==> src/rtl/axis_word_burst.sv <==
// rtl/axis_word_burst.sv - trigger-started fixed-word AXI-Stream burst generator
// Optional `AXIS_WORD_BURST_RAMP_EN: tdata increments by one after each accepted beat.
module axis_word_burst #(
    parameter int AXIS_TDATA_WIDTH = 32,
    parameter int CNTR_WIDTH       = 16
) (
    input  logic                        aclk,
    input  logic                        aresetn,
    input  logic [AXIS_TDATA_WIDTH-1:0] data,
    input  logic [CNTR_WIDTH-1:0]       cfg_len,
    input  logic                        trigger,
    output logic [AXIS_TDATA_WIDTH-1:0] m_axis_tdata,
    output logic                        m_axis_tvalid,
    input  logic                        m_axis_tready,
    output logic                        m_axis_tlast,
    output logic                        busy,
    output logic                        done
);

    typedef enum logic [1:0] {IDLE, SEND, FIN} state_t;

    state_t                      state_q;
    logic                        trig_q;
    logic                        armed_q;
    logic [CNTR_WIDTH-1:0]       len_q;
    logic [CNTR_WIDTH-1:0]       cnt_q;
    logic [CNTR_WIDTH-1:0]       cnt_d;
    logic [AXIS_TDATA_WIDTH-1:0] tdata_q;
    logic                        tvalid_q;
    logic                        tlast_q;
    logic                        busy_q;
    logic                        done_q;
    logic                        trig_rise;
    logic                        accept;

    // armed_q masks the first sampled cycle after reset so a trigger held
    // high through reset is not mistaken for a fresh rising edge.
    assign trig_rise = trigger & ~trig_q & armed_q;
    assign accept    = tvalid_q & m_axis_tready;
    assign cnt_d     = cnt_q + CNTR_WIDTH'(1);

    always_ff @(posedge aclk or negedge aresetn) begin
        if (!aresetn) begin
            state_q  <= IDLE;
            trig_q   <= 1'b0;
            armed_q  <= 1'b0;
            len_q    <= '0;
            cnt_q    <= '0;
            tdata_q  <= '0;
            tvalid_q <= 1'b0;
            tlast_q  <= 1'b0;
            busy_q   <= 1'b0;
            done_q   <= 1'b0;
        end else begin
            trig_q  <= trigger;
            armed_q <= 1'b1;
            case (state_q)
                IDLE: begin
                    if (trig_rise && (cfg_len != '0)) begin
                        state_q  <= SEND;
                        len_q    <= cfg_len;
                        cnt_q    <= '0;
                        tdata_q  <= data;
                        tvalid_q <= 1'b1;
                        tlast_q  <= (cfg_len == CNTR_WIDTH'(1));
                        busy_q   <= 1'b1;
                    end
                end
                SEND: begin
                    if (accept) begin
                        if (tlast_q) begin
                            state_q  <= FIN;
                            tvalid_q <= 1'b0;
                            tlast_q  <= 1'b0;
                            done_q   <= 1'b1;
                        end else begin
                            cnt_q   <= cnt_d;
                            tlast_q <= (cnt_d == (len_q - CNTR_WIDTH'(1)));
`ifdef AXIS_WORD_BURST_RAMP_EN
                            tdata_q <= tdata_q + AXIS_TDATA_WIDTH'(1);
`else
                            tdata_q <= tdata_q;
`endif
                        end
                    end
                end
                FIN: begin
                    state_q <= IDLE;
                    done_q  <= 1'b0;
                    busy_q  <= 1'b0;
                end
                default: begin
                    state_q <= IDLE;
                end
            endcase
        end
    end

    assign m_axis_tdata  = tdata_q;
    assign m_axis_tvalid = tvalid_q;
    assign m_axis_tlast  = tlast_q;
    assign busy          = busy_q;
    assign done          = done_q;

endmodule

==> config.mk <==
export PLATFORM = sky130hd
export DESIGN_NAME = axis_word_burst
export DESIGN_NICKNAME = d
export VERILOG_FILES = /design/src/rtl/axis_word_burst.sv
export SDC_FILE = /design/constraint.sdc
export NUM_CORES = 1
export LEC_CHECK = 0
export BUFFER_PORTS_ARGS = -buffer_cell sky130_fd_sc_hd__buf_2
export CAP_MARGIN = 30
export CELL_PAD_IN_SITES_DETAIL_PLACEMENT = 2
export CELL_PAD_IN_SITES_GLOBAL_PLACEMENT = 2
export CORE_MARGIN = 2
export CORE_UTILIZATION = 36
export CTS_CLUSTER_DIAMETER = 100
export CTS_CLUSTER_SIZE = 14
export DETAILED_ROUTE_END_ITERATION = 7
export HOLD_SLACK_MARGIN = 0.08
export PLACE_DENSITY = 0.85
export SETUP_SLACK_MARGIN = 0.1
export SLEW_MARGIN = 10
export SYNTH_ARGS = -nofsm -noshare
export SYNTH_HDL_FRONTEND = slang
export SYNTH_SLANG_ARGS = --single-unit
export TNS_END_PERCENT = 100
==> constraint.sdc <==
create_clock -name aclk -period 7.3 [get_ports aclk]
set_input_delay 0.73 -clock aclk [delete_from_list [all_inputs] [get_ports aclk]]
set_output_delay 0.73 -clock aclk [all_outputs]
set_load 0.1 [all_outputs]
==> flow_summary.yaml, run 1 <==
outcome:
  status: "complete, no violations"
clock_tree:
  cts_setup_buffers: 0
  htree_levels: 3
  cts_tree: "yes"
  cts_resized: 0
  clk_pin_slew_ns: 0.09
  cts_hold_buf: 0
  cts_buffer_depth: 2
  clock_latency_ns: 0.37
  numCtsBuffers: 9
  cts_sinks: 72
  ctsRootBufferMaster: "clkbuf_8"
synthesis:
  ys_warn_count: 0
  synth.cell_area_mm2: 0.00363
  ys_types: 46
  synth_top_cell_area_share_pct: 49.6
  ys_async_sr_fraction_pct: 100
  avgSynthCellArea_um2: 11.1
  post-synth-top-area-cell: "dfrtp_1"
  synth_seq_cells: 72
  ys_seq_area_share_pct: 49.6
  syn_nets: 381
  synth_edf_count: 0
  syn-instance-count: 327
  synth_flop_cell: "dfrtp_1"
  synthTopCellsByArea: "dfrtp_1 50%, mux2_2 15%, xnor2_1 6.5%"
critical_path:
  critPathKind: "flip-flop to flip-flop"
  crit_chain: "inv_1, ha_1, or4b_4, nor4_2, xnor2_1, xor2_1, o21ai_1, or3_1, o31ai_2"
  cpMaxStageDelayCell: "or4b_4"
  end_kind: "flip-flop"
  cpLargestDelayFamily: "simple AND/OR/NAND/NOR gates"
  worstPathArrival_ns: 3.18
  path_buf_inv: 1
  startpoint_type: "flip-flop"
  crit_required_ns: 7.58
  worstPathMaxFanout: 5
  slowest_delay_ns: 0.55
  rr_worst_depth: 9
  crit_cells: 9
timing:
  rsz0062_at_grt: "no"
  hold_violations: 0
  setup_slack_ns: 4.40
  fin_crit_sh_pct: 39.7
  worstMarginPinSlew_ns: 0.811
  setup_viol: 0
  drv_slew: 0
  skew_ns: 0.0148
  holdWs_ns: 0.340
  max_slew_margin_pct: 45.5
  max_freq_ghz: 0.345
  setup_tns_ns: 0
  period_minus_slack_ns: 2.90
flow_run:
  drv_cap: 0
detailed_routing:
  first_pass_iters: 4
  drt_iter0_drc: 100
  post_drt_wl_per_cell_um: 21.3
  vias_per_cell: 5.25
  vias: 2910
  ant_nets: 0
  drt-total-wl_mm: 11.8
  drcViolationCount: 0
pwr:
  leakage_nw: 2.25
  powerDensity_mw_per_mm2: 174
  ir_worst_vdd_uv: 84.7
global_route:
  grt_pass1_wl_mm: 18.8
  grt_overflow_total: 0
  grt_pass1_vias: 3497
  gr-usage-all-layers_pct: 22.5
  grt_max_degree: 73
  antenna_found_initial: 0
placement:
  dpl_cell_area_mm2: 0.00422
  port_buffers: 87
  place_congestion: 0.786
  dp_cells: 537
  dp_slack_ns: 4.29
  hpwl_mm: 8.54
final_layout:
  diodes: 0
  fin_nets: 470
  fin_cells: 554
  area.growth.synth_to_final_pct: 22.8
  final_area_mm2: 0.00446
  drive_gt1_share_pct: 39.2
floorplanning:
  io_pins: 88
  die_h_um: 104
  initial_utilization_pct: 37.1
  dieArea_mm2: 0.0109
  core_area_mm2: 0.00977
  rows: 36
  die_x_um: 104
worst_hold_path:
  worstHoldPathType: "input pin to async pin"
==> report_power, final <==
part	internal [W]	switching, W
clock network	0.000179	0.000168
registers	0.000399	0.000000298
logic	0.0000121	0.0000154
==> final timing paths <==
path                       slack (ns)                to              from
max                              4.40      m_axis_tlast          len_q[0]
min                              0.34   m_axis_tdata[2]           aresetn
max reg2reg                      4.40      m_axis_tlast          len_q[0]
min reg2reg                      0.50  m_axis_tdata[31]  m_axis_tdata[31]
max in group asynchronous        6.39         len_q[14]           aresetn
min in group aclk                0.50  m_axis_tdata[31]  m_axis_tdata[31]
==> logic make-up (layout without fill, tap and decap cells) <==
family / after synthesis / in the layout / synth area share [%]
mux: 48 / 48 / 14.9
buf+inv: 17 / 111 / 2.00
other cells: 1 / 1 / 0.103
compound gates: 49 / 49 / 8.17
flops: 72 / 72 / 49.6
fa+ha+maj: 2 / 2 / 0.689
simple gates: 99 / 99 / 14.9
xor+xnor: 39 / 39 / 9.62
==> worst register-to-register path: stages (launching register included) <==
cell and delay [ns]:
dfrtp_1 0.46, inv_1 0.09, ha_1 0.28, or4b_4 0.55, nor4_2 0.23, xnor2_1 0.28
xor2_1 0.19, o21ai_1 0.07, or3_1 0.42, o31ai_2 0.24
==> through the flow <==
step	total power, W	util, %
after floorplan	0.000408	-
after global placement	0.000431	42.8
after detailed placement	0.000433	43.1
after CTS	0.000783	45.3
after global routing	0.000801	45.6
final	0.000774	45.6
==> state kept, by name (all words and copies together) (netlist names), 2 cells and up <==
name          count
state_q           2
m_axis_tdata     32
cnt_q            16
len_q            16
==> cells in the mapped netlist (all sizes together), types with 4 or more instances <==
cell,number
and3,5
nor2,22
buf,7
nor4,8
xor2,11
mux2,47
inv,5
nand2,24
xnor2,28
nand3,14
o31ai,8
nand4,4
o21ai,25
clkbuf,5
dfrtp,72
a21oi,7
nor3,10
==> layer usage <==
metal	vias up	routed length [um]	track usage [%]
met5	-	0	0
met4	0	274	8.98
met3	20	456	4.76
met2	62	6440	43.1
met1	1495	4600	23.7
li1	1333	-	-
==> area by class of cell <==
| type | count | area, um2 |
|---|---|---|
| inverters | 5 | 18.8 |
| repair buffers | 90 | 498 |
| well taps | 133 | 166 |
| multi-input cells | 238 | 1760 |
| flip-flops and latches | 72 | 1800 |
| clock inverters | 5 | 62.6 |
| clock buffers | 11 | 151 |
| fillers | 1033 | 5320 |
==> cells in the final DEF, fill, tap and decap left out, drive strengths merged, types with 8 or more instances in the layout <==
cell,n
nand2,24
xnor2,28
nor2,22
nor4,8
mux2,47
xor2,11
nand3,14
o21ai,25
nor3,10
clkbuf,11
dfrtp,72
buf,90
o31ai,8
(Power assumes the default switching activity.)
==> run 2, diff against run 1 <==
Settings changed: CORE_UTILIZATION 36 to 31, PLACE_DENSITY 0.85 to 0.78.
Clock period 7.3 ns to 2.6 ns, I/O delays scaled along.
==> run 2 against run 1 <==
Final cell count up 4.2%. Routed wire length down 2.6%. Combinational power rose to 2.8 times the previous value. First-iteration DRC count down 29%. Total power rose to 3.2 times the previous value. Hold slack got worse by 0.20 ns. Critical endpoint unchanged. Largest power group is now the clock network.
==> flow_summary.yaml, run 2 (same netlist as run 1, synthesis figures left out) <==
detailed_routing:
  vias: 2970
  first_pass_iters: 4
  drcViolationCount: 0
  vias_per_cell: 5.15
  drt-total-wl_mm: 11.5
  post_drt_wl_per_cell_um: 19.9
  drt_iter0_drc: 71
  ant_nets: 0
final_layout:
  largest_reg_flops: 32
  layout_common_cells: "87 x buf_2, 72 x dfrtp_1, 47 x mux2_2, 26 x xnor2_1, 24 x o21ai_0"
  drive_gt1_share_pct: 41.5
  final_common_cell: "buf_2"
  fin_nets: 484
  diodes: 0
  area.growth.synth_to_final_pct: 28.5
  final_area_mm2: 0.00466
  fin_cells: 577
timing:
  hold_violations: 0
  setup_slack_ns: 0.195
  period_minus_slack_ns: 2.41
  worstMarginPinSlew_ns: 0.761
  setup_viol: 0
  rsz0062_at_grt: "yes"
  setup_tns_ns: 0
  drv_slew: 0
  max_slew_margin_pct: 48.8
  fin_crit_sh_pct: 92.5
  max_freq_ghz: 0.416
  skew_ns: 0.00782
critical_path:
  critPathKind: "flip-flop to flip-flop"
  crit_required_ns: 2.86
  path_buf_inv: 1
  crit_chain: "inv_1, ha_2, or4b_4, nor4_4, xnor2_2, xor2_1, o21ai_1, or3_1, o31ai_2"
  r2r_start: "len_q[1]"
  worstPathMaxFanout: 4
  crit_start: "len_q[1]"
  startpoint_type: "flip-flop"
  slowest_delay_ns: 0.49
  cpMaxStageDelayCell: "or4b_4"
  worstPathArrival_ns: 2.67
  cpLargestDelayFamily: "simple AND/OR/NAND/NOR gates"
  end_kind: "flip-flop"
floorplanning:
  die_x_um: 112
  die_h_um: 112
  io_pins: 88
  core_area_mm2: 0.0114
  initial_utilization_pct: 31.8
  dieArea_mm2: 0.0126
  rows: 39
clock_tree:
  ctsRootBufferMaster: "clkbuf_16"
  cts_sinks: 72
  cts_tree: "yes"
  cts_buffer_depth: 2
  numCtsBuffers: 9
  clk_pin_slew_ns: 0.06
  clock_latency_ns: 0.35
  htree_levels: 3
global_route:
  grt_pass1_vias: 3405
  antenna_found_initial: 0
  grt_max_degree: 43
  grt_pass1_wl_mm: 18.7
  gr-usage-all-layers_pct: 19.3
  grt_overflow_total: 0
placement:
  place_congestion: 0.815
  dpl_cell_area_mm2: 0.00430
  hpwl_mm: 8.40
  dp_cells: 558
  dp_slack_ns: 0.170
  port_buffers: 87
pwr:
  power_w: 0.00246
  ir_worst_vdd_uv: 359
  powerDensity_mw_per_mm2: 528
  leakage_nw: 2.36
worst_hold_path:
  holdCritStartpoint: "data[3]"
  worstHoldPathType: "input pin to flip-flop"
flow_run:
  drv_cap: 0
outcome:
  status: "complete, no violations"
==> run 2: cell count changes in the layout (fill, tap and decap cells not counted), moves of 2 or more <==
| cell | delta |
|---|---|
| clkbuf_8 | -10 |
| clkbuf_16 | +9 |
| clkinv_2 | +2 |
| dlygate4sd3_1 | +2 |
| buf_4 | +13 |
| buf_16 | -2 |
==> run 2: area by class of cell <==
cell class                 instances  area, um2
inverter                           5       18.8
clock buffer                      10        239
timing repair buffer             104        581
sequential                        72       1800
clock inverter                     5       56.3
multi-input combinational        238       1790
fill                            1224       6760
tap                              143        179
==> run 2: what timing repair did <==
item | CTS | global route
resized for setup | 0 | 6
endpoints found under the setup margin | 0 | 1
buffers inserted | 0 | 2
hold endpoints to repair | 73 | 0
hold buffers | 2 | 0
==> run 2: worst paths after layout <==
path	end	slack [ns]	cells past startpoint
worst max register to register	m_axis_tlast	0.19	9
worst max-delay path	m_axis_tlast	0.19	9
worst min register to register	m_axis_tdata[0]	0.50	1
worst min-delay path	m_axis_tdata[3]	0.14	2
max in group asynchronous	cnt_q[9]	1.67	3
min in group asynchronous	m_axis_tdata[24]	0.48	3
==> run 2: report_power, final <==
group          total (W)  internal (W)  switching (W)
combinational  0.0000762     0.0000330      0.0000432
clock            0.00126      0.000763       0.000502
sequential       0.00112       0.00112    0.000000739
==> run 2: layer usage <==
metal  track usage [%]  up-vias  routed length [um]
met2              33.0       62                5960
met5                 0        -                   0
li1                  -     1366                   -
met4              5.85        0                 145
met1              23.3     1531                4790
met3              6.05       11                 577
==> run 2: per-stage QoR <==
step | util (%) | hold slack, ns
2_1_floorplan | - | -0.0356
3_3_place_gp | 37.7 | 0.321
3_5_place_dp | 37.7 | 0.330
4_1_cts | 40.4 | 0.128
5_1_grt | 40.8 | 0.136
6_report | 40.8 | 0.138
